**config.mk**
```make
export PLATFORM = sky130hd
export DESIGN_NAME = dda_spi_ctrl
export DESIGN_NICKNAME = d
export VERILOG_FILES = /design/src/rtl/dda_spi_ctrl.sv
export SDC_FILE = /design/constraint.sdc
export NUM_CORES = 1
export LEC_CHECK = 0
export ABC_AREA = 1
export CORE_MARGIN = 10
export CORE_UTILIZATION = 49
export DETAILED_ROUTE_END_ITERATION = 7
export HOLD_SLACK_MARGIN = 0.1
export PLACE_DENSITY = 0.79
export SLEW_MARGIN = 10
export SYNTH_ARGS = -nofsm -noshare
export SYNTH_HDL_FRONTEND = slang
export SYNTH_SLANG_ARGS = --single-unit
export TNS_END_PERCENT = 50
```
**constraint.sdc**
```tcl
create_clock -name clk -period 2.51 [get_ports clk]
set_input_delay 0.753 -clock clk [delete_from_list [all_inputs] [get_ports clk]]
set_output_delay 0.753 -clock clk [all_outputs]
set_load 0.03 [all_outputs]
```
**src/rtl/dda_spi_ctrl.sv**
```systemverilog
// SPI command decoder for the DDA core: turns a byte stream from an SPI slave
// into parameter-register writes, coherent x/y snapshots and run/halt/step/restart
// control, and answers every received byte with exactly one transmit byte.
module dda_spi_ctrl #(
  parameter int N        = 16,
  parameter int REG_SIZE = 4
) (
  input  logic                  clk,
  input  logic                  rst_n,
  input  logic                  rx_dv,
  input  logic [7:0]            rx_byte,
  output logic                  tx_dv,
  output logic [7:0]            tx_byte,
  input  logic [N-1:0]          x,
  input  logic [N-1:0]          y,
  output logic [REG_SIZE*N-1:0] params,
  output logic                  dda_en,
  output logic                  dda_rst
);

  localparam int         AW         = (REG_SIZE > 1) ? $clog2(REG_SIZE) : 1;
  localparam logic [7:0] REG_SIZE_B = 8'(REG_SIZE);

  typedef enum logic [2:0] {
    IDLE = 3'd0,
    ADDR = 3'd1,
    DHI  = 3'd2,
    DLO  = 3'd3,
    READ = 3'd4
  } state_t;

  typedef enum logic [7:0] {
    OP_WRITE   = 8'h01,
    OP_READ    = 8'h02,
    OP_RUN     = 8'h03,
    OP_HALT    = 8'h04,
    OP_STEP    = 8'h05,
    OP_RESTART = 8'h06,
    OP_CLRERR  = 8'h07
  } opcode_t;

  // Power-up contents of the parameter registers: icx, icy, k, d.
  function automatic logic [N-1:0] reset_value(input int i);
    case (i)
      0:       return N'(16'hC000);
      1:       return N'(16'h14CD);
      2:       return N'(16'h14DD);
      3:       return N'(16'h14DD);
      default: return '0;
    endcase
  endfunction

  state_t         state, state_d;
  logic [2:0]     idx, idx_d;
  logic           err, err_d;
  logic [AW-1:0]  addr, addr_d;
  logic [7:0]     hi, hi_d;
  logic [2*N-1:0] snap, snap_d;
  logic           tx_dv_d;
  logic [7:0]     tx_byte_d;
  logic           dda_en_d, dda_rst_d;
  logic           step_pulse, step_pulse_d;  // dda_en is high only because of a STEP
  logic           step_pend, step_pend_d;    // a STEP arrived during a step pulse
  logic           wr_en;
  logic           use_status;
  logic [N-1:0]   regs [REG_SIZE];

  // Next-state, response byte and control decode for one received byte.
  always_comb begin
    // NOTE: every signal assigned here gets a default first so no path can infer a latch.
    state_d      = state;
    idx_d        = idx;
    err_d        = err;
    addr_d       = addr;
    hi_d         = hi;
    snap_d       = snap;
    tx_dv_d      = 1'b0;
    tx_byte_d    = tx_byte;
    dda_en_d     = dda_en;
    dda_rst_d    = 1'b0;
    step_pulse_d = step_pulse;
    step_pend_d  = step_pend;
    wr_en        = 1'b0;
    use_status   = 1'b1;

    // A step pulse lasts one cycle; a queued step fires only after a low cycle.
    if (step_pulse) begin
      dda_en_d     = 1'b0;
      step_pulse_d = 1'b0;
    end else if (step_pend) begin
      dda_en_d     = 1'b1;
      step_pulse_d = 1'b1;
      step_pend_d  = 1'b0;
    end

    if (rx_dv) begin
      tx_dv_d = 1'b1;
      case (state)
        IDLE: begin
          case (rx_byte)
            OP_WRITE: state_d = ADDR;
            OP_READ: begin
              snap_d     = {x, y};
              tx_byte_d  = x[N-1 -: 8];
              use_status = 1'b0;
              idx_d      = 3'd1;
              state_d    = READ;
            end
            OP_RUN: begin
              dda_en_d     = 1'b1;
              step_pulse_d = 1'b0;
              step_pend_d  = 1'b0;
            end
            OP_HALT: begin
              dda_en_d     = 1'b0;
              step_pulse_d = 1'b0;
              step_pend_d  = 1'b0;
            end
            OP_STEP: begin
              if (step_pulse) begin
                step_pend_d = 1'b1;
              end else if (!dda_en && !step_pend) begin
                dda_en_d     = 1'b1;
                step_pulse_d = 1'b1;
              end
            end
            OP_RESTART: dda_rst_d = 1'b1;
            OP_CLRERR:  err_d     = 1'b0;
            default:    err_d     = 1'b1;
          endcase
        end
        ADDR: begin
          if (rx_byte < REG_SIZE_B) begin
            addr_d  = rx_byte[AW-1:0];
            state_d = DHI;
          end else begin
            err_d   = 1'b1;
            state_d = IDLE;
          end
        end
        DHI: begin
          hi_d    = rx_byte;
          state_d = DLO;
        end
        DLO: begin
          wr_en   = 1'b1;
          state_d = IDLE;
        end
        READ: begin
          use_status = 1'b0;
          case (idx)
            3'd1:    tx_byte_d = snap[2*N-9  -: 8];
            3'd2:    tx_byte_d = snap[2*N-17 -: 8];
            3'd3:    tx_byte_d = snap[7:0];
            default: tx_byte_d = 8'h00;
          endcase
          if (idx >= 3'd4) begin
            idx_d   = 3'd0;
            state_d = IDLE;
          end else begin
            idx_d = idx + 3'd1;
          end
        end
        default: state_d = IDLE;
      endcase
      if (use_status) tx_byte_d = {dda_en_d, err_d, 3'b000, state_d};
    end
  end

  // State and output registers; reset wins over any byte received in the same cycle.
  always_ff @(posedge clk) begin
    // NOTE: sequential state uses non-blocking assignments so all registers update together.
    if (!rst_n) begin
      state      <= IDLE;
      idx        <= 3'd0;
      err        <= 1'b0;
      addr       <= '0;
      hi         <= 8'h00;
      snap       <= '0;
      tx_dv      <= 1'b0;
      tx_byte    <= 8'h00;
      dda_en     <= 1'b1;
      dda_rst    <= 1'b0;
      step_pulse <= 1'b0;
      step_pend  <= 1'b0;
    end else begin
      state      <= state_d;
      idx        <= idx_d;
      err        <= err_d;
      addr       <= addr_d;
      hi         <= hi_d;
      snap       <= snap_d;
      tx_dv      <= tx_dv_d;
      tx_byte    <= tx_byte_d;
      dda_en     <= dda_en_d;
      dda_rst    <= dda_rst_d;
      step_pulse <= step_pulse_d;
      step_pend  <= step_pend_d;
    end
  end

  // Parameter register file, written only on the final data byte of a WRITE.
  always_ff @(posedge clk) begin
    // NOTE: this small register file is reset because the DDA needs defined ICs and gains at power-up.
    if (!rst_n) begin
      for (int i = 0; i < REG_SIZE; i++) regs[i] <= reset_value(i);
    end else if (wr_en) begin
      regs[addr] <= {hi, rx_byte};
    end
  end

  for (genvar g = 0; g < REG_SIZE; g++) begin : g_params
    assign params[g*N +: N] = regs[g];
  end

endmodule

```
[Word-level counts from Yosys, hierarchy flattened]
Memories as Yosys holds them, arrays and structs flattened.
Cells that the tools add are included.
Word-level totals
  register bits: 54
  latch bits: 0
  RAM bits: 64
  bits in read-only memories: 0
  input port bits: 43
  output and inout bits: 75
  logic and storage cells: 97
  memories kept: 1
Memory list
  regs: words 4, bits a word 16, read ports 4, clocked after memory_dff 0, write ports 4, RTL line 66  | logic [N-1:0] regs [REG_SIZE];
Cells by class
  $add $sub $neg: 1
  $mul: 0
  div/mod/pow operators: 0
  order comparisons: 2
  eq/ne operators: 16
  shifts and indexed selects: 0
  mux-type cells: 50
  bitwise logic cells: 0
  reductions and logical operators: 15
Operator list (count)
  $mux 16: 4
  $eq 8x3->1 const B: 4
  $mux 1: 28
  $pmux 8 s3: 1
  $eq 8x2->1 const B: 2
  $mux 8: 2
  $pmux 8 s2: 1
  $reduce_or 16->1: 1
  $reduce_and 3->1: 5
  $eq 3x2->1 const B: 4
  $pmux 3 s2: 2
  $pmux 3 s4: 1
  $pmux 1 s2: 5
  $mux 3: 3
  $eq 8x1->1 const B: 1
  $lt 8x3->1 const B: 1
  $eq 3x1->1 const B: 2
  $reduce_or 6->1: 1
  $mux 2: 2
  $add 3x1->3 const B: 1
  $eq 3x3->1 const B: 1
  $ge 3x3->1 const B: 1
  $logic_not 3->1: 1
  $ne 3x2->1 const B: 1
  other kinds (8): 9

[Depth between registers and ports, before layout]
Gate-level depths: netlist of the first run.
  word-level depth: 8
  gate-level depth with buffers: 12
  gate-level depth less buffers: 12

[Worst setup path before layout of the first run]
No wires, ideal clock.
  path kind: input -> register
  start: in rx_dv
  end: mem regs[0][0] (enable)
  library setup time: 372 ps
  arrival time: 1898 ps
  required time: 2138 ps
  setup slack: 240 ps
  cell stages on the path: 9
  path buffers: 1
  cell sequence: nand2_1 nor3_2 nand2_2 nor2_1 inv_2 nor2_4 inv_2 buf_6 nand2_1
RTL lines
  start, declared: RTL line 10  | input logic rx_dv,
  end, declared: RTL line 66

==> impl_results.md, run 1 <==
* Layout cells sized above 1 at 12.6%
* R2R Setup Slk at 0.47 ns
* Seq/Total Area, Yosys at 61.4%
* Slew HR at approximately 64%
* Max-slew violations at 0
* Worst Path Required at 1.76 ns
* CTS tree: yes
* Total track usage at 17.6%
* Count of cell types in the netlist at 35
* Synth warn at 0
* Clk slew on worst S/H paths at 0.06 ns
* Initial Util at 50.3%
* Post-Route Utilization at 71.8%
* Crit path launch type: flip-flop
* Initial antenna violation count at 0
* Layout Skew at just over 0.008 ns
* Post-synth EDFFs at 64
* CTS Buf Count at 17
* # Max-Cap Violations at 0
* CP Data Arrival Time at ~1.6 ns
* Gp weighted congestion at ~0.88
* Outcome: completed
* Worst Setup SP: regs[0][4]
* Max stage delay on crit path at 0.70 ns
* Largest cells by area after synthesis: edfxtp_1 (39%), dfxtp_1 (22%), nor2_1 (7.3%), nand2_1 (6.6%), o21ai_0 (4.4%)
* Post-DR vias/cell at 5.06
* Chip width at 120 µm
* Layout Cells excl Fill at approximately 800
* Mapped Avg Cell Area at 9.37 µm²
* RSZ-0062 raised after global routing: no
* Most frequent cell after synthesis: nor2_1
* Crit-path leading delay family: buffers and inverters
* Yosys top cell by area: edfxtp_1
* RR Endpoint: tx_byte[2]
* Via count at 4119
* Number of global-route vias before repair at 4199
* FF-to-FF path depth at 8
* Synth cell count leaders: nor2_1 (95), nand2_1 (86), edfxtp_1 (64)
* DRC Markers at 0
* Layout area overhead at 42.7%
* WL/cell at 15.8 µm
* Register share of total power at 42.9%
* Area of the multi-input gates at 1570 µm²
* Worst path cell trace: clkdlybuf4s50_1
* Vertical die dimension at 120 µm
* Post-CTS Resized at 0
* GRT Residual Overflow at 0
* Largest net degree at the start of global routing at 47
* Worst Max-Slew Pin Slew at 0.534 ns
* PnR Total Power at a little under 5 mW
* Post-detailed-route count of antenna-violating nets at 0
* Fin crit share at 92.5%
* Yosys reg bits at around 120
* Die area at 14400 µm²
* DR pass1 iterations at 5
* Setup violations, final at 0
* Internal at 3.74 mW
* Initial DRC Count at 241
* Post CTS Setup Buffer Count at 0
* Net load switching power at 1.11 mW
* CORE AREA at 9730 µm²
* First-pass GRT wire length at between 20000 and 25000 µm
* Sw frac at 22.8%
* CTS H-tree depth at 4
* Asr flop ratio synth at 0%
* Clock power frac at 49.4%
* Sequential Area at 3000 µm²
* Worst reg2reg path startpoint: idx[2]
* Top_reg_cell synth: edfxtp_1
* Hold Crit Endpoint: snap[1]
* Post-Synthesis Cells at 522
* Layout Nets at 716
* Final count of hold timing violations at 0
* Leak pwr at ~2.6 nW
* CTS Root Buffer Type: clkbuf_8
* Pwr/cell area at about 700 nW/µm²
* Clk_lat worst skew at approximately 0.5 ns
* Maximum VDD drop at 582 µV
* ANT cells at 0
* Clock Sinks at 118
* Crit Path Category: reg -> out
* Num rows at 36
* Worst path bufs/invs at 1
* Hold Crit Class: reg -> reg
* PortBufs at 117
* FMAX at 0.431 GHz
* Hold-fix buffers, CTS at 0
* HPWL Detailed at about 9600 µm
* Syn Nets at 570
* Netlist Area Pre-Place at 4890 µm²
* Hold Path Origin: snap[1]
* CP max-delay cell: clkdlybuf4s50_1
* CP Capture Type: output port
* Final Critical Period at 2.32 ns
* Critical path fanouts, max at 1
* Logic gate share of total power at 7.6%
* Number of fill cells at a little over 700
* CTS max path bufs at 2
* Top cell type's share of synthesized area at 39.3%
* Hold Crit Depth at 2
* Inst Count DP at 782
* WL final at 12800 µm
* I/O pin count at 118
layer usage:
layer	share of wire, %	wire length (µm)	track usage (%)
met4	1.6	200	5.43
met2	50	6400	30.7
met1	42	5330	20.1
met3	7.1	915	5.72
met5	0	0	0
per-stage QoR:
step                instance area [µm²]  hold WS, ns  TNS [ns]  setup slack [ns]
global placement                   6390        0.444         0            0.0348
CTS                                6980        0.465         0             0.160
floorplan                          4890        0.429         0             0.240
global route                       6980        0.490         0             0.145
finish                             6980        0.466         0             0.188
detailed placement                 6390        0.450  -0.00854         -0.000967
flip-flops by register name, indices dropped and copies added (netlist names):
name,cells
step_pend,1
regs,64
dda_en,1
hi,8
err,1
tx_dv,1
snap,24
addr,2
step_pulse,1
tx_byte,8
idx,3
state,3
dda_rst,1
power by group through the flow:
stage          combinational [mW]  sequential, mW  clock [mW]
6_report                    0.370            2.08        2.40
3_3_place_gp                0.360            2.12           0
4_1_cts                     0.372            2.08        2.41
2_1_floorplan               0.120            2.18           0
5_1_grt                     0.397            2.08        2.52
3_5_place_dp                0.368            2.12           0
cell type report:
cell class | instances | share of cell area (%)
clock buffers | 17 | 5.93
multi-input cells | 326 | 22.5
inverters | 62 | 3.35
flip-flops and latches | 118 | 43.0
well taps | 133 | 2.38
clock inverters | 15 | 2.58
repair buffers | 143 | 20.3
how the worst max path moves through the flow:
stage	endpoint	cells past startpoint
6_report	params[4]	1
2_1_floorplan	regs[0][0]	9
3_3_place_gp	regs[0][14]	10
5_1_grt	params[4]	1
4_1_cts	params[4]	1
3_5_place_dp	regs[0][15]	10
layout by cell type (no fill, tap or decap), drive strengths merged, types with 2 or more instances in the layout:
| cell | netlist | final |
|---|---|---|
| clkdlybuf4s50 | 0 | 117 |
| nor2 | 103 | 103 |
| nand2 | 92 | 92 |
| edfxtp | 64 | 64 |
| inv | 60 | 62 |
| dfxtp | 54 | 54 |
| o21ai | 44 | 44 |
| a21oi | 32 | 32 |
| buf | 7 | 26 |
| nand3 | 22 | 22 |
| clkbuf | 9 | 17 |
| clkinv | 2 | 10 |
| nor3 | 7 | 7 |
| ha | 5 | 5 |
| o211ai | 4 | 4 |
| a22o | 3 | 3 |
| nand4 | 3 | 3 |
| bufinv | 0 | 3 |
| a22oi | 2 | 2 |
| o221ai | 2 | 2 |
| clkinvlp | 0 | 2 |
kinds of logic after synthesis:
group | count (synthesis) | synth area share (%)
adders and majority gates | 5 | 1.28
and+or+nand+nor | 228 | 20.0
AOI/OAI and AO/OA | 93 | 10.8
buffers and inverters | 78 | 6.57
DFF | 118 | 61.4
(Power assumes the default switching activity.)
==> run 2, diff against run 1 <==
--- a/config.mk
+++ b/config.mk
@@ -11,6 +11,7 @@
 export DETAILED_ROUTE_END_ITERATION = 7
 export HOLD_SLACK_MARGIN = 0.1
 export PLACE_DENSITY = 0.79
+export SKIP_LAST_GASP = 1
 export SLEW_MARGIN = 10
 export SYNTH_ARGS = -nofsm -noshare
 export SYNTH_HDL_FRONTEND = slang
==> results of run 2 <==
The final DEF is identical to that of run 1; final timing and power are the same.
==> run 3, diff against run 2 <==
--- a/config.mk
+++ b/config.mk
@@ -11,6 +11,7 @@
 export DETAILED_ROUTE_END_ITERATION = 7
 export HOLD_SLACK_MARGIN = 0.1
 export PLACE_DENSITY = 0.79
+export SKIP_CTS_REPAIR_TIMING = 1
 export SKIP_LAST_GASP = 1
 export SLEW_MARGIN = 10
 export SYNTH_ARGS = -nofsm -noshare
==> results of run 3 <==
The final DEF is identical to that of run 1; final timing and power are the same.
==> RTL change: new RTL, config.mk and constraints of run 1 <==
Register the inputs `rx_dv`, `rx_byte`, `x` and `y` before use, with the module's reset. The logic sees them one clock later.
--- a/src/rtl/dda_spi_ctrl.sv
+++ b/src/rtl/dda_spi_ctrl.sv
@@ -41,2 +41,21 @@
 
+  logic rx_dv_q;
+  logic [7:0] rx_byte_q;
+  logic [N-1:0] x_q;
+  logic [N-1:0] y_q;
+
+  always_ff @(posedge clk) begin
+    if (!rst_n) begin
+      rx_dv_q   <= '0;
+      rx_byte_q <= '0;
+      x_q       <= '0;
+      y_q       <= '0;
+    end else begin
+      rx_dv_q   <= rx_dv;
+      rx_byte_q <= rx_byte;
+      x_q       <= x;
+      y_q       <= y;
+    end
+  end
+
   // Power-up contents of the parameter registers: icx, icy, k, d.
@@ -95,3 +114,3 @@
 
-    if (rx_dv) begin
+    if (rx_dv_q) begin
       tx_dv_d = 1'b1;
@@ -99,7 +118,7 @@
         IDLE: begin
-          case (rx_byte)
+          case (rx_byte_q)
             OP_WRITE: state_d = ADDR;
             OP_READ: begin
-              snap_d     = {x, y};
-              tx_byte_d  = x[N-1 -: 8];
+              snap_d     = {x_q, y_q};
+              tx_byte_d  = x_q[N-1 -: 8];
               use_status = 1'b0;
@@ -132,4 +151,4 @@
         ADDR: begin
-          if (rx_byte < REG_SIZE_B) begin
-            addr_d  = rx_byte[AW-1:0];
+          if (rx_byte_q < REG_SIZE_B) begin
+            addr_d  = rx_byte_q[AW-1:0];
             state_d = DHI;
@@ -141,3 +160,3 @@
         DHI: begin
-          hi_d    = rx_byte;
+          hi_d    = rx_byte_q;
           state_d = DLO;
@@ -207,3 +226,3 @@
     end else if (wr_en) begin
-      regs[addr] <= {hi, rx_byte};
+      regs[addr] <= {hi, rx_byte_q};
     end
Check against the original RTL: not equivalent (Yosys sat finds a counterexample within 4 cycles, from zero or initial values and one cycle with rst_n low).
==> RTL change against run 1 <==
Global-route usage decreased by 1.0 points. Clock power increased by 9.2%. Sequential cell count increased by 41. Wire length increased by 11%. Clock skew about the same. Synthesized area increased by 23%. Worst setup slack improved by 0.096 ns. First-iteration DRC count increased by 80%. Final area increased by 14%. Sequential share of layout area increased by 5.0 points. Power increased by 19%. Critical path type unchanged.
==> RTL change: results (changes against run 1) <==
power_and_ir_drop:
  total_power_mw: 5.779  # was 4.847 mW
  netSwitchingPower_mw: 1.265  # was 1.106 mW
  power_leakage_nw: 3.176  # was 2.573 nW
  p_clk_share_pct: 45.3  # was 49.4%
timing:
  fin_ws_ns: 0.2835  # was 0.1879 ns
  clock_skew_ns: 0.008459  # was 0.008061 ns
  tightest_slew_ns: 0.7288  # was 0.5336 ns
global_route:
  use_met2_pct: 29.96  # was 30.71%
  gr-usage-met1_pct: 17.99  # was 20.12%
  grt_first_pass_wirelength_mm: 22.27  # was 20.65 mm
  use_met3_pct: 4.996  # was 5.720%
  grt_max_degree: 57  # was 47
place:
  numPlacedInstances: 907  # was 782
  dp_slack_ns: 0.2335  # was -0.0009672 ns
  placed_area_um2: 7346  # was 6389 um2
routing:
  drt-vias-per-instance: 4.888  # was 5.060
  wirelength_mm: 14.29  # was 12.84 mm
synthesis:
  yosysSeqAreaShare_pct: 63.31  # was 61.37%
  synth_area_leaders: "edfxtp_1, dfxtp_1, nand2_1"  # was edfxtp_1, dfxtp_1, nor2_1
  ys_types: 32  # was 35
finish:
  fill_cells: 948  # was 712
  drive_gt1_share_pct: 11.02  # was 12.63%
  final_cells: 939  # was 814
  final_core_util_pct: 66.05  # was 71.77%
clock_tree:
  clkLatencyLatePin_ns: 0.42  # was 0.51 ns
  ctsRootBufferMaster: "clkbuf_16"  # was clkbuf_8
setup_path:
  regToRegEndpoint: "regs[0][15]"  # was tx_byte[2]
  timing.rr.start: "state[1]"  # was idx[2]
  cp-startpoint: "regs[0][12]"  # was regs[0][4]
  crit_arrival_ns: 1.47  # was 1.57 ns
  rrSetupSlack_ns: 0.37  # was 0.47 ns
status:
  run_status: "complete, no violations"  # unchanged
worst_hold_path:
  holdCritStartpoint: "snap[17]"  # was snap[1]
  min_to: "snap[17]"  # was snap[1]
[RTL change: changes by cell type after synthesis, moves of 4 or more]
cell     before  now
nor2_2        2   14
o21ai_1       0   12
nor3_1        6   10
dfxtp_1      54   95
nand2_1      86  122
a21oi_2       0    4
a21oi_1      32   39
nand3_1      22   10
nor2_1       95   64
o21ai_0      43   33
inv_1        49   97
[RTL change: area by class of cell]
class	instances	share of cell area, %
Clock buffer	21	6.172
Clock inverter	11	1.618
Inverter	109	5.183
Multi-Input combinational cell	345	20.90
Sequential cell	159	48.00
Tap cell	168	2.639
Timing Repair Buffer	126	15.49
[RTL change: routing by layer]
layer | wire, um | vias to the layer above
met5 | 0 | -
met4 | 258 | 0
met3 | 1126 | 30
met2 | 7213 | 170
met1 | 5696 | 2122
li1 | - | 2268
[RTL change: kinds of logic after synthesis]
family,Yosys count
fa+ha+maj,5
buf+inv,132
simple gates,238
compound gates,102
flops,159
